[src/rtl/atm_session_ctrl.sv]
// ATM session controller: drives the PIN checker, tracks sessions, runs balance ops.
// Define ATM_LOCKOUT_EN to build the failed-PIN lockout (tries counter, LOCKED state).
module atm_session_ctrl #(
`ifdef ATM_LOCKOUT_EN
    parameter int MAX_TRIES    = 3,
    parameter int LOCK_CYCLES  = 1000,
`endif
    parameter int NUM_USERS    = 10,
    parameter int BAL_W        = 16,
    parameter int INIT_BALANCE = 500,
    parameter int IDLE_TIMEOUT = 5000
) (
    input  logic             Clock,
    input  logic             Reset,
    input  logic             CardIn,
    input  logic             EnterPin,
    output logic             Submit,
    input  logic             PassAuthorized,
    input  logic [3:0]       ID,
    input  logic             OpValid,
    input  logic [1:0]       Op,
    input  logic [BAL_W-1:0] Amount,
    output logic [BAL_W-1:0] Balance,
    output logic             OpDone,
    output logic             OpError,
    output logic             Authorized,
    output logic             Locked,
    output logic [2:0]       State
);
    typedef enum logic [2:0] {
        S_IDLE       = 3'd0,
        S_PIN_SUBMIT = 3'd1,
        S_PIN_CHECK  = 3'd2,
        S_MENU       = 3'd3,
        S_EXEC       = 3'd4,
        S_LOCKED     = 3'd5
    } state_t;

    localparam logic [1:0] OP_DEP = 2'b10;
    localparam logic [1:0] OP_WDR = 2'b11;
    localparam int IW = $clog2(IDLE_TIMEOUT);

    state_t           state;
    logic [BAL_W-1:0] bal [NUM_USERS];
    logic [3:0]       uid;
    logic [1:0]       op_q;
    logic [BAL_W-1:0] amt_q;
    logic [IW-1:0]    idle_cnt;
    logic [BAL_W-1:0] cur;
    logic [BAL_W:0]   sum;
    logic [BAL_W-1:0] diff;
    logic             id_ok;

`ifdef ATM_LOCKOUT_EN
    localparam int TW = $clog2(MAX_TRIES + 1);
    localparam int LW = $clog2(LOCK_CYCLES + 1);
    logic [TW-1:0] tries;
    logic [LW-1:0] lock_cnt;
`else
    assign Locked = 1'b0;
`endif

    assign State = state;
    assign id_ok = PassAuthorized && (int'(ID) < NUM_USERS);

    always_comb begin
        cur  = bal[uid];
        sum  = {1'b0, cur} + {1'b0, amt_q};
        diff = cur - amt_q;
    end

    always_ff @(posedge Clock or posedge Reset) begin
        if (Reset) begin
            state      <= S_IDLE;
            Submit     <= 1'b0;
            Authorized <= 1'b0;
            OpDone     <= 1'b0;
            OpError    <= 1'b0;
            Balance    <= '0;
            uid        <= '0;
            op_q       <= '0;
            amt_q      <= '0;
            idle_cnt   <= '0;
            for (int i = 0; i < NUM_USERS; i++)
                bal[i] <= BAL_W'(INIT_BALANCE);
`ifdef ATM_LOCKOUT_EN
            Locked   <= 1'b0;
            tries    <= '0;
            lock_cnt <= '0;
`endif
        end else begin
            OpDone  <= 1'b0;
            OpError <= 1'b0;
            case (state)
                S_IDLE: begin
                    if (CardIn && EnterPin) begin
                        state  <= S_PIN_SUBMIT;
                        Submit <= 1'b1;
                    end
                end
                S_PIN_SUBMIT: begin
                    if (!CardIn) begin
                        state  <= S_IDLE;
                        Submit <= 1'b0;
                    end else begin
                        state <= S_PIN_CHECK;
                    end
                end
                S_PIN_CHECK: begin
                    Submit <= 1'b0;
                    if (!CardIn) begin
                        state <= S_IDLE;
                    end else if (id_ok) begin
                        uid        <= ID;
                        idle_cnt   <= '0;
                        Authorized <= 1'b1;
                        state      <= S_MENU;
`ifdef ATM_LOCKOUT_EN
                        tries <= '0;
`endif
                    end else begin
`ifdef ATM_LOCKOUT_EN
                        tries <= tries + 1'b1;
                        if (tries == TW'(MAX_TRIES - 1)) begin
                            state    <= S_LOCKED;
                            Locked   <= 1'b1;
                            lock_cnt <= LW'(LOCK_CYCLES);
                        end else begin
                            state <= S_IDLE;
                        end
`else
                        state <= S_IDLE;
`endif
                    end
                end
                S_MENU: begin
                    if (!CardIn) begin
                        state      <= S_IDLE;
                        Authorized <= 1'b0;
                    end else if (OpValid) begin
                        idle_cnt <= '0;
                        if (Op != 2'b00) begin
                            op_q  <= Op;
                            amt_q <= Amount;
                            state <= S_EXEC;
                        end
                    end else if (idle_cnt == IW'(IDLE_TIMEOUT - 1)) begin
                        state      <= S_IDLE;
                        Authorized <= 1'b0;
                    end else begin
                        idle_cnt <= idle_cnt + 1'b1;
                    end
                end
                S_EXEC: begin
                    if (!CardIn) begin
                        state      <= S_IDLE;
                        Authorized <= 1'b0;
                    end else begin
                        state    <= S_MENU;
                        idle_cnt <= '0;
                        case (op_q)
                            OP_DEP: begin
                                if (sum[BAL_W]) begin
                                    OpError <= 1'b1;
                                end else begin
                                    bal[uid] <= sum[BAL_W-1:0];
                                    Balance  <= sum[BAL_W-1:0];
                                    OpDone   <= 1'b1;
                                end
                            end
                            OP_WDR: begin
                                if (amt_q > cur) begin
                                    OpError <= 1'b1;
                                end else begin
                                    bal[uid] <= diff;
                                    Balance  <= diff;
                                    OpDone   <= 1'b1;
                                end
                            end
                            default: begin
                                Balance <= cur;
                                OpDone  <= 1'b1;
                            end
                        endcase
                    end
                end
`ifdef ATM_LOCKOUT_EN
                S_LOCKED: begin
                    if (lock_cnt <= LW'(1)) begin
                        state  <= S_IDLE;
                        Locked <= 1'b0;
                        tries  <= '0;
                    end else begin
                        lock_cnt <= lock_cnt - 1'b1;
                    end
                end
`endif
                default: state <= S_IDLE;
            endcase
        end
    end
endmodule

[config.mk]
export PLATFORM = sky130hd
export DESIGN_NAME = atm_session_ctrl
export DESIGN_NICKNAME = d
export VERILOG_FILES = /design/src/rtl/atm_session_ctrl.sv
export SDC_FILE = /design/constraint.sdc
export NUM_CORES = 1
export LEC_CHECK = 0
export ABC_AREA = 1
export CAP_MARGIN = 10
export CORE_ASPECT_RATIO = 1.25
export CORE_MARGIN = 5
export CORE_UTILIZATION = 30
export CTS_BUF_LIST = sky130_fd_sc_hd__clkbuf_2 sky130_fd_sc_hd__clkbuf_4 sky130_fd_sc_hd__clkbuf_8
export CTS_CLUSTER_DIAMETER = 120
export DETAILED_ROUTE_END_ITERATION = 16
export PLACE_DENSITY_LB_ADDON = 0.2
export SYNTH_ARGS = -nofsm -noshare
export SYNTH_HDL_FRONTEND = slang
export SYNTH_SLANG_ARGS = --single-unit
export TNS_END_PERCENT = 100
[constraint.sdc]
create_clock -name Clock -period 23 [get_ports Clock]
set_clock_uncertainty 0.05 [all_clocks]
set_input_delay 4.6 -clock Clock [delete_from_list [all_inputs] [get_ports Clock]]
set_output_delay 4.6 -clock Clock [all_outputs]
set_load 0.005 [all_outputs]
Yosys cells after proc, flatten, opt, wreduce, memory -nomap -nowiden
Index checks and enable logic that the tools add are counted.
Cells by class
  reductions and logical operators: 16
  bitwise gates (word level): 1
  $lt $le $gt $ge: 4
  multiplexer cells: 49
  equality and inequality tests: 21
  add/subtract/negate cells: 3
  div/mod/pow operators: 0
  shifts and indexed selects: 0
  multiply operators: 0
Operators by type and width (number)
  bitwise mux 160 bit: 2
  two-way mux 160 bit: 2
  one-hot mux 160 bit (2 select lines): 1
  two-way mux 16 bit: 5
  two-way mux 13 bit: 6
  binary-select mux 16 bit (select 4 bit): 1
  demux 16 bit (select 4 bit): 1
  one-hot mux 13 bit (3 select lines): 1
  one-hot mux 16 bit (2 select lines): 1
  != test 2 bit, second input constant: 9
  adder 16 x 16 -> 17 bit: 1
  greater-than comparator 16 bit: 1
  subtractor 16 bit: 1
  two-way mux 1 bit: 15
  two-way mux 3 bit: 5
  one-hot mux 3 bit (5 select lines): 1
  adder 13 x 1 -> 13 bit, second input constant: 1
  == test 13 bit, second input constant: 1
  AND reduction 6 bit: 2
  != test 3 bit, second input constant: 3
  AND reduction 3 bit: 3
  two-way mux 2 bit: 4
  != test 4 bit, second input constant: 2
  AND reduction 4 bit: 2
  15 further kinds: 23
Word-level totals
  word-level logic and storage cells: 114
  bits in writable memories: 0
  memories: 0
  bits in read-only memories: 0
  register bits after elaboration: 218
  latch bits: 0

Depth between registers and ports, before layout
Gate-level depths: netlist of the first run.
  depth after elaboration: 9
  mapped depth: 23
  mapped depth without buffers: 21

Worst setup path before layout of the first run
Ideal clock, no wire load.
  kind: input to register
  start point: input CardIn
  end point: register bal[17] (netlist name)
  cell stages on the path: 8
  path slack: 16946 ps
  required time: 22831 ps
  data arrival time: 5885 ps
  cell sequence: clkbuf_1 > inv_1 > nor2_2 > buf_4 > nand4_4 > buf_6 > nand2_1 > nand2_1
On the way
  word-level cells in the longest chain between the ends: 1
RTL lines
  start, declared: RTL line 15  | input logic CardIn,
  AND reduction 5 bit (no source line)
  end signal, assigned by index: RTL line 85  | bal[i] <= BAL_W'(INIT_BALANCE);
  end signal, assigned by index: RTL line 166  | bal[uid] <= sum[BAL_W-1:0];
  end signal, assigned by index: RTL line 175  | bal[uid] <= diff;
  end, declared: RTL line 44  | logic [BAL_W-1:0] bal [NUM_USERS];
No other way between the ends.
A chain may end at the register's enable or synchronous reset.

Worst setup path in the final report of the first run
  start point: input CardIn
  end point: register bal[100] (netlist name)
The elaborated chain is that of the path after synthesis.

==> results of run 1 <==
cells by family after synthesis:
group	count (synthesis)	share of synthesized area, %
buffers and inverters	223	8.10
AO/OA/AOI/OAI	165	8.12
multiplexers	1	0.0882
adder cells (fa/ha/maj)	36	3.65
other	1	0.0294
AND/OR/NAND/NOR	1061	36.1
XOR/XNOR	8	0.549
flip-flops	218	43.3
power breakdown:
part           switching (mW)  internal, mW
Clock                   0.165         0.206
Combinational           0.471         0.157
Sequential             0.0295         0.431
area by class of cell:
class / count / area (um2) / area share, %
multi-input cells: 1272 / 6210 / 43.1
flip-flops and latches: 218 / 5530 / 38.4
clock buffers: 63 / 754 / 5.24
well taps: 559 / 699 / 4.85
repair buffers: 69 / 643 / 4.46
inverters: 143 / 544 / 3.78
clock inverters: 3 / 21.3 / 0.148
worst max-delay path, delay by kind of cell:
| family | cells | cell delay (ns) |
|---|---|---|
| buffers and inverters | 5 | 2.44 |
| AND/OR/NAND/NOR | 5 | 1.06 |
worst max path at each step:
stage,start,endpoint,depth (start not counted)
finish,CardIn,bal[100],10
global route,CardIn,bal[113],10
CTS,CardIn,bal[88],10
detailed placement,CardIn,bal[88],10
global placement,CardIn,bal[82],10
floorplan,Reset,Authorized,1
through the flow:
step	util (%)	setup slack [ns]
after floorplan	-	12.48
after global placement	32.4	14.69
after detailed placement	32.4	14.67
after CTS	34.3	15.28
after global routing	34.3	14.89
final	34.3	15.23
placed cells by master, fill, tap and decap left out, types with 8 or more instances in the layout:
master and n:
a21oi_1 32, a22oi_1 78, buf_4 19, clkbuf_4 18, clkbuf_8 45, clkdlybuf4s50_1 50
dfrtp_1 158, dfstp_2 60, ha_1 34, inv_1 131, inv_2 10, nand2_1 684
nand3_1 262, nand4_1 8, nand4_4 10, nor2_1 51, nor2_2 12, nor3_1 14
o21ai_0 43
metal layers:
layer | vias to the layer above | GRT usage [%]
li1 | 5638 | -
met1 | 5454 | 20.5
met2 | 296 | 29.1
met3 | 68 | 2.49
met4 | 0 | 5.14
met5 | - | 0
state kept, by name, indices dropped and copies added, names as in the netlist:
register / count
State: 3
Balance: 16
bal: 160
idle_cnt: 13
OpError: 1
Submit: 1
op_q: 2
OpDone: 1
Authorized: 1
uid: 4
amt_q: 16
==> results.cfg, run 1 <==
[global_routing]
grt_overflow = 0
grt_max_degree = 105
grt_pass1_wl_um = 62600
antenna_found_initial = 0
grt.total_usage_pct = 16.3
grt_pass1_vias = 11400

[cts]
cts_tree = done
cts.sinks = 218
postCtsSetupBuffers = 0
clock_latency_ns = 0.56
cts_resized = 0
htreeDepth = 2
cts_buffer_depth = 3
cts_made_buffers = 39
cts_root_buf = clkbuf_8
hold_buffers = 0
clk_pin_slew_ns = 0.06

[critical_path]
critPathMaxStageDelay_ns = 0.91
critPathMostFrequentCell = buf_4
path_cells = clkdlybuf4s50_1, inv_1, nor2_2, buf_4, nand3_2, nor2_4, buf_4, buf_4, nand3_1, nand2_1
critPathSlowestCell = buf_4
r2r-end = bal[100]
reg2reg_setup_slack_ns = 16.91
crit_type = in2reg
cp.required_ns = 23.45
timing.rr.start = uid[1]
cp_max_fo = 104
start_kind = primary input
cp-end-kind = register
worst_r2r_path_depth = 23
critical_path_arrival_ns = 8.22

[drt]
drt-pass1-iter-count = 5
drc_errors = 0
drt_iter0_drc = 853
drt-total-wl_um = 39000
wl_met1_um = 16800
wl_met3_um = 1790
routedWlPerCell_um = 16.8
ant_nets = 0
top_layer = met4
met2_length_um = 19300
num_vias = 11500
routed_via_density = 4.92

[finish]
fillers = 4472
drive_above_1_share_pct = 10.6
diodes = 0
final_cells = 2327
final_area_um2 = 14400
final_nets = 1807
area_delta_synth_final_pct = 12.8

[hold_path]
hp-class = reg2reg
hold_depth = 2
hp-start = bal[5]
whs_endpoint = bal[5]

[logic_synthesis]
syn_inst = 1713
synth_warnings = 0
yosysTopAreaCell = dfrtp_1
yosysMostFrequentCell = nand2_1
avgSynthCellArea_um2 = 7.45
yosysSeqAreaShare_pct = 43.3
synth_edf_count = 0
synth_seq_cells = 218
syn_area_um2 = 12800
synth_common_cells = nand2_1 (684), nand3_1 (262), dfrtp_1 (158)
ys_async_sr_fraction_pct = 100
syn-num-nets = 1777
synth_cell_types = 43
yosys-top-cells-area = dfrtp_1 (31%), nand2_1 (20%), dfstp_2 (12%)
synth_top_area_share_pct = 31.0
synthFlopType = dfrtp_1

[sta]
worstMarginPinSlew_ns = 1.10
slew_viol_final = 0
setup_total_negative_slack_ns = 0
hold_viol_final = 0
slew_headroom_pct = 26.6
period_share_pct = 33.8
fin_crit_ns = 7.77
holdWs_ns = 0.416
fmax_mhz = 129
setup_viol = 0
rsz0062_at_grt = false

[status]
outcome = complete, no violations

[floorplanning]
ioPinCount = 52
core_area_um2 = 42000
placementRows = 84
initial_core_util_pct = 30.4
fp.dieW_um = 195
dieArea_um2 = 46800
die_h_um = 241

[placed_design]
dpl_cell_area_um2 = 13600
routabilityCongestion = 0.906
portBuffers = 50
dp_cells = 2261
dp_hpwl_um = 26600

[pwr]
p_leak_nw = 7.39
powerDensity_nw_per_um2 = 101
power.total_mw = 1.46
vdd_drop_max_uv = 56.5

[job]
max_cap_viol_count = 0
Power figures use the tool's default switching activity.
==> run 2, diff against run 1 <==
==> constraint.sdc (replaced) <==
create_clock -name Clock -period 7.7 [get_ports Clock]
set_clock_uncertainty 0.05 [all_clocks]
set_input_delay 1.54 -clock Clock [delete_from_list [all_inputs] [get_ports Clock]]
set_output_delay 1.54 -clock Clock [all_outputs]
set_load 0.005 [all_outputs]
==> results.cfg, run 2 (synthesized netlist as in run 1, its figures left out) <==
[placed_design]
portBuffers = 50
dp_hpwl_um = 26900
routabilityCongestion = 0.872
dp_cells = 2266

[finish]
reg_top3 = bal (160), Balance (16), amt_q (16)
diodes = 0
area_delta_synth_final_pct = 13.6
final_cells = 2338
largest_reg_flops = 160
drive_above_1_share_pct = 11.2
final_cell_mix = nand2_1 (684), nand3_1 (262), dfrtp_1 (158), inv_1 (131), a22oi_1 (78)
final_nets = 1813
top_register = bal
final_common_cell = nand2_1

[cts]
cts_tree = done
hold_buffers = 0
cts_buffer_depth = 3
clk_pin_slew_ns = 0.06
cts_root_buf = clkbuf_8
cts_made_buffers = 40
postCtsSetupBuffers = 0
htreeDepth = 2
clock_latency_ns = 0.57
cts_resized = 0
cts.sinks = 218

[global_routing]
grt_pass1_vias = 11400
grt_max_degree = 169
antenna_found_initial = 0
grt_pass1_wl_um = 63400
grt_overflow = 0
grt.total_usage_pct = 16.6

[sta]
fmax_mhz = 195
period_share_pct = 66.5
setup_total_negative_slack_ns = 0
rsz0062_at_grt = false
hold_viol_final = 0
worstMarginPinSlew_ns = 1.07
slew_viol_final = 0
setup_viol = 0
fin_crit_ns = 5.12
slew_headroom_pct = 28.7

[drt]
routedWlPerCell_um = 17.0
drt-total-wl_um = 39600
drc_errors = 0
ant_nets = 0
num_vias = 11600
routed_via_density = 4.95
drt-pass1-iter-count = 6
drt_iter0_drc = 917

[critical_path]
crit_type = reg2reg
critPathSlowestCell = nor2_4
cp-end-kind = register
path_cells = nand2_1, inv_1, buf_4, nand2_1, nand4_1, nand2_1, nand3_1, ha_1, inv_1, nand2_1, nand2_1, a21oi_1, nand2_1, nand2_1, nand2_1, nand2_1, nand3_2, nor2_4, buf_12, nand3_1, nand2_1
start_kind = register
cp_max_fo = 101
cp.required_ns = 8.13
critPathMostFrequentCell = nand2_1
critical_path_buf_inv_count = 4
cpLargestDelayFamily = simple AND/OR/NAND/NOR gates
critPathMaxStageDelay_ns = 0.59
critical_path_arrival_ns = 5.55

[job]
max_cap_viol_count = 0

[floorplanning]
fp.dieW_um = 195
initial_core_util_pct = 30.4
dieArea_um2 = 46800
placementRows = 84
ioPinCount = 52
die_h_um = 241
core_area_um2 = 42000

[pwr]
vdd_drop_max_uv = 142
power.total_mw = 4.44
p_leak_nw = 7.45
powerDensity_nw_per_um2 = 306

[hold_path]
hp-class = reg2reg

[status]
outcome = complete, no violations
run 2: cell count changes in the layout (fill, tap and decap cells not counted), sizes merged:
| cell | before | now |
|---|---|---|
| buf | 19 | 24 |
| clkbuf | 63 | 66 |
| clkinv | 2 | 4 |
| inv | 143 | 145 |
| clkinvlp | 1 | 0 |
run 2: area by class of cell:
cell class	instances	area, um2
clock inverters	6	41.3
fillers	4496	27500
multi-input cells	1272	6220
repair buffers	74	706
flip-flops and latches	218	5530
well taps	559	699
clock buffers	66	771
inverters	143	544
run 2: metal layers:
layer | up-vias | GRT usage, % | routed length [um]
met3 | 68 | 2.47 | 1780
met2 | 314 | 29.5 | 19500
met5 | - | 0 | 0
met1 | 5553 | 21.0 | 17400
li1 | 5642 | - | -
met4 | 0 | 4.94 | 993
run 2: path summary, 6_finish.rpt:
check / start / end / slack (ns) / depth (start not counted)
worst max-delay path: uid[1] / bal[42] / 2.58 / 21
worst min-delay path: bal[40] / bal[40] / 0.42 / 2
worst max register to register: uid[1] / bal[42] / 2.58 / 21
worst min register to register: bal[40] / bal[40] / 0.42 / 2
max in group asynchronous: Reset / amt_q[1] / 4.97 / 3
min in group asynchronous: Reset / idle_cnt[11] / 1.34 / 2
run 2: where the power goes:
group	internal, mW	total, mW	leakage [nW]	switching [mW]
Sequential	1.29	1.40	2.76	0.112
Combinational	0.480	1.89	4.24	1.41
Clock	0.635	1.15	0.443	0.517
Total	2.40	4.44	7.45	2.04
run 2: worst min-delay path: stages (launching register included):
cell     delay (ns)
dfstp_2        0.37
nand2_1        0.05
nand2_1        0.05
run 2: metrics by stage:
| stage | utilization [%] | hold WS (ns) | area (um2) | setup WS, ns |
|---|---|---|---|---|
| final | 34.5 | 0.416 | 14500 | 2.58 |
| after global routing | 34.5 | 0.425 | 14500 | 2.16 |
| after CTS | 34.5 | 0.418 | 14500 | 2.58 |
| after detailed placement | 32.6 | 0.407 | 13700 | 2.62 |
| after global placement | 32.6 | 0.405 | 13700 | 2.68 |
| after floorplan | - | 0.396 | 12800 | 0.245 |
==> run 3, diff against run 2 <==
==> constraint.sdc (replaced) <==
create_clock -name Clock -period 4.8 [get_ports Clock]
set_clock_uncertainty 0.05 [all_clocks]
set_input_delay 0.96 -clock Clock [delete_from_list [all_inputs] [get_ports Clock]]
set_output_delay 0.96 -clock Clock [all_outputs]
set_load 0.005 [all_outputs]
==> results.cfg, run 3 (synthesized netlist as in run 1, its figures left out) <==
[status]
outcome = complete, no violations

[placed_design]
pre_cts_slack_ns = 0.653
portBuffers = 50
dp_cells = 2274
dp_hpwl_um = 28400
routabilityCongestion = 0.896

[cts]
clk_pin_slew_ns = 0.06
cts_root_buf = clkbuf_8
cts_resized = 0
htreeDepth = 2
clock_latency_ns = 0.58
cts_tree = done
postCtsSetupBuffers = 0
cts_made_buffers = 39
cts_buffer_depth = 3
hold_buffers = 0
cts.sinks = 218

[hold_path]
hp-start = bal[52]
hp-class = reg2reg
whs_endpoint = bal[52]
hold_depth = 2

[floorplanning]
fp.dieW_um = 195
dieArea_um2 = 46800
placementRows = 84
core_area_um2 = 42000
die_h_um = 241
initial_core_util_pct = 30.4
ioPinCount = 52

[critical_path]
cp-end-kind = register
timing.rr.start = uid[1]
critical_path_arrival_ns = 4.62
start_kind = register
reg2reg_setup_slack_ns = 0.63
worst_r2r_path_depth = 19
crit_type = reg2reg
cp.required_ns = 5.25
startpoint = uid[1]
cp_max_fo = 94
r2r-end = bal[71]

[finish]
final_cell_mix = nand2_1 (684), nand3_1 (262), dfrtp_1 (158), inv_1 (131), a22oi_1 (78)
reg_top3 = bal (160), Balance (16), amt_q (16)
drive_above_1_share_pct = 11.4
largest_reg_flops = 160
fillers = 4523
final_common_cell = nand2_1
area_delta_synth_final_pct = 14.5
top_register = bal
seqCellArea_um2 = 5530
fin_util_pct = 34.8
multiInputGateArea_um2 = 6210
final_nets = 1820
final_cells = 2346

[global_routing]
grt_pass1_vias = 11600
antenna_found_initial = 1
grt_overflow = 0
grt_max_degree = 95
grt.total_usage_pct = 17.2
grt_pass1_wl_um = 65600

[drt]
drt-total-wl_um = 40900
ant_nets = 0
num_vias = 11600
routedWlPerCell_um = 17.4
drt_iter0_drc = 872
drc_errors = 0
routed_via_density = 4.93
drt-pass1-iter-count = 5

[sta]
slew_viol_final = 0
slew_headroom_pct = 34.4
fmax_mhz = 240
fin_crit_ns = 4.17
period_share_pct = 86.9
worstMarginPinSlew_ns = 0.983
setup_total_negative_slack_ns = 0
worst_slack_ns = 0.628
rsz0062_at_grt = false
setup_viol = 0
hold_viol_final = 0

[pwr]
powerDensity_nw_per_um2 = 498
p_leak_nw = 7.49
clockPowerShare_pct = 25.8
internal_power_mw = 3.92
swShare_pct = 46.1
pwr-share-comb_pct = 43.7
vdd_drop_max_uv = 239
switchingPower_mw = 3.35
seqPwrFrac_pct = 30.5

[job]
max_cap_viol_count = 0
run 3: per-layer routing:
layer	vias up	track usage [%]	share of wire, %
met2	286	30.2	50
met1	5561	22.1	43
li1	5663	-	-
met3	63	2.43	4.3
met5	-	0	0
met4	0	5.58	2.9
run 3: worst max path at each step:
stage            endpoint  slack (ns)  depth (start not counted)
2_1_floorplan  Authorized         1.0                          1
3_3_place_gp     bal[131]        0.70                         20
3_5_place_dp      bal[71]        0.65                         19
4_1_cts           bal[71]        0.64                         19
5_1_grt           bal[65]        0.23                         19
6_report          bal[71]        0.63                         19
run 3: critical path: stages, from the launching register on:
cell,delay [ns]
dfrtp_1,0.44
inv_1,0.12
nor2_2,0.04
buf_4,0.23
buf_4,0.22
a22oi_1,0.19
nand2_1,0.14
nand2_1,0.09
nand3_1,0.20
ha_1,0.53
nand2_1,0.17
nor3_2,0.20
and2_1,0.16
nand2_1,0.06
nand3_1,0.10
nand3_2,0.26
nor2_4,0.24
buf_12,0.38
nand3_1,0.13
nand2_1,0.10
run 3: layout make-up:
| class | count | area share, % |
|---|---|---|
| diodes | 1 | 0.0171 |
| clock buffers | 64 | 5.21 |
| clock inverters | 7 | 0.471 |
| inverters | 143 | 3.70 |
| multi-input cells | 1272 | 42.5 |
| flip-flops and latches | 218 | 37.8 |
| well taps | 559 | 4.78 |
| repair buffers | 82 | 5.49 |
run 3: power by group through the flow:
stage,Sequential [mW],Clock (mW),Combinational (mW)
floorplan,2.21,0,1.95
global placement,2.25,0,3.15
detailed placement,2.25,0,3.16
CTS,2.22,1.95,3.16
global route,2.25,2.01,3.47
finish,2.22,1.88,3.18
run 3: through the flow:
stage / instance area (um2) / power, mW / hold WS (ns)
4_1_cts: 14600 / 7.33 / 0.419
3_5_place_dp: 13800 / 5.40 / 0.407
2_1_floorplan: 12800 / 4.16 / 0.396
6_report: 14600 / 7.28 / 0.417
3_3_place_gp: 13800 / 5.40 / 0.404
5_1_grt: 14600 / 7.73 / 0.431
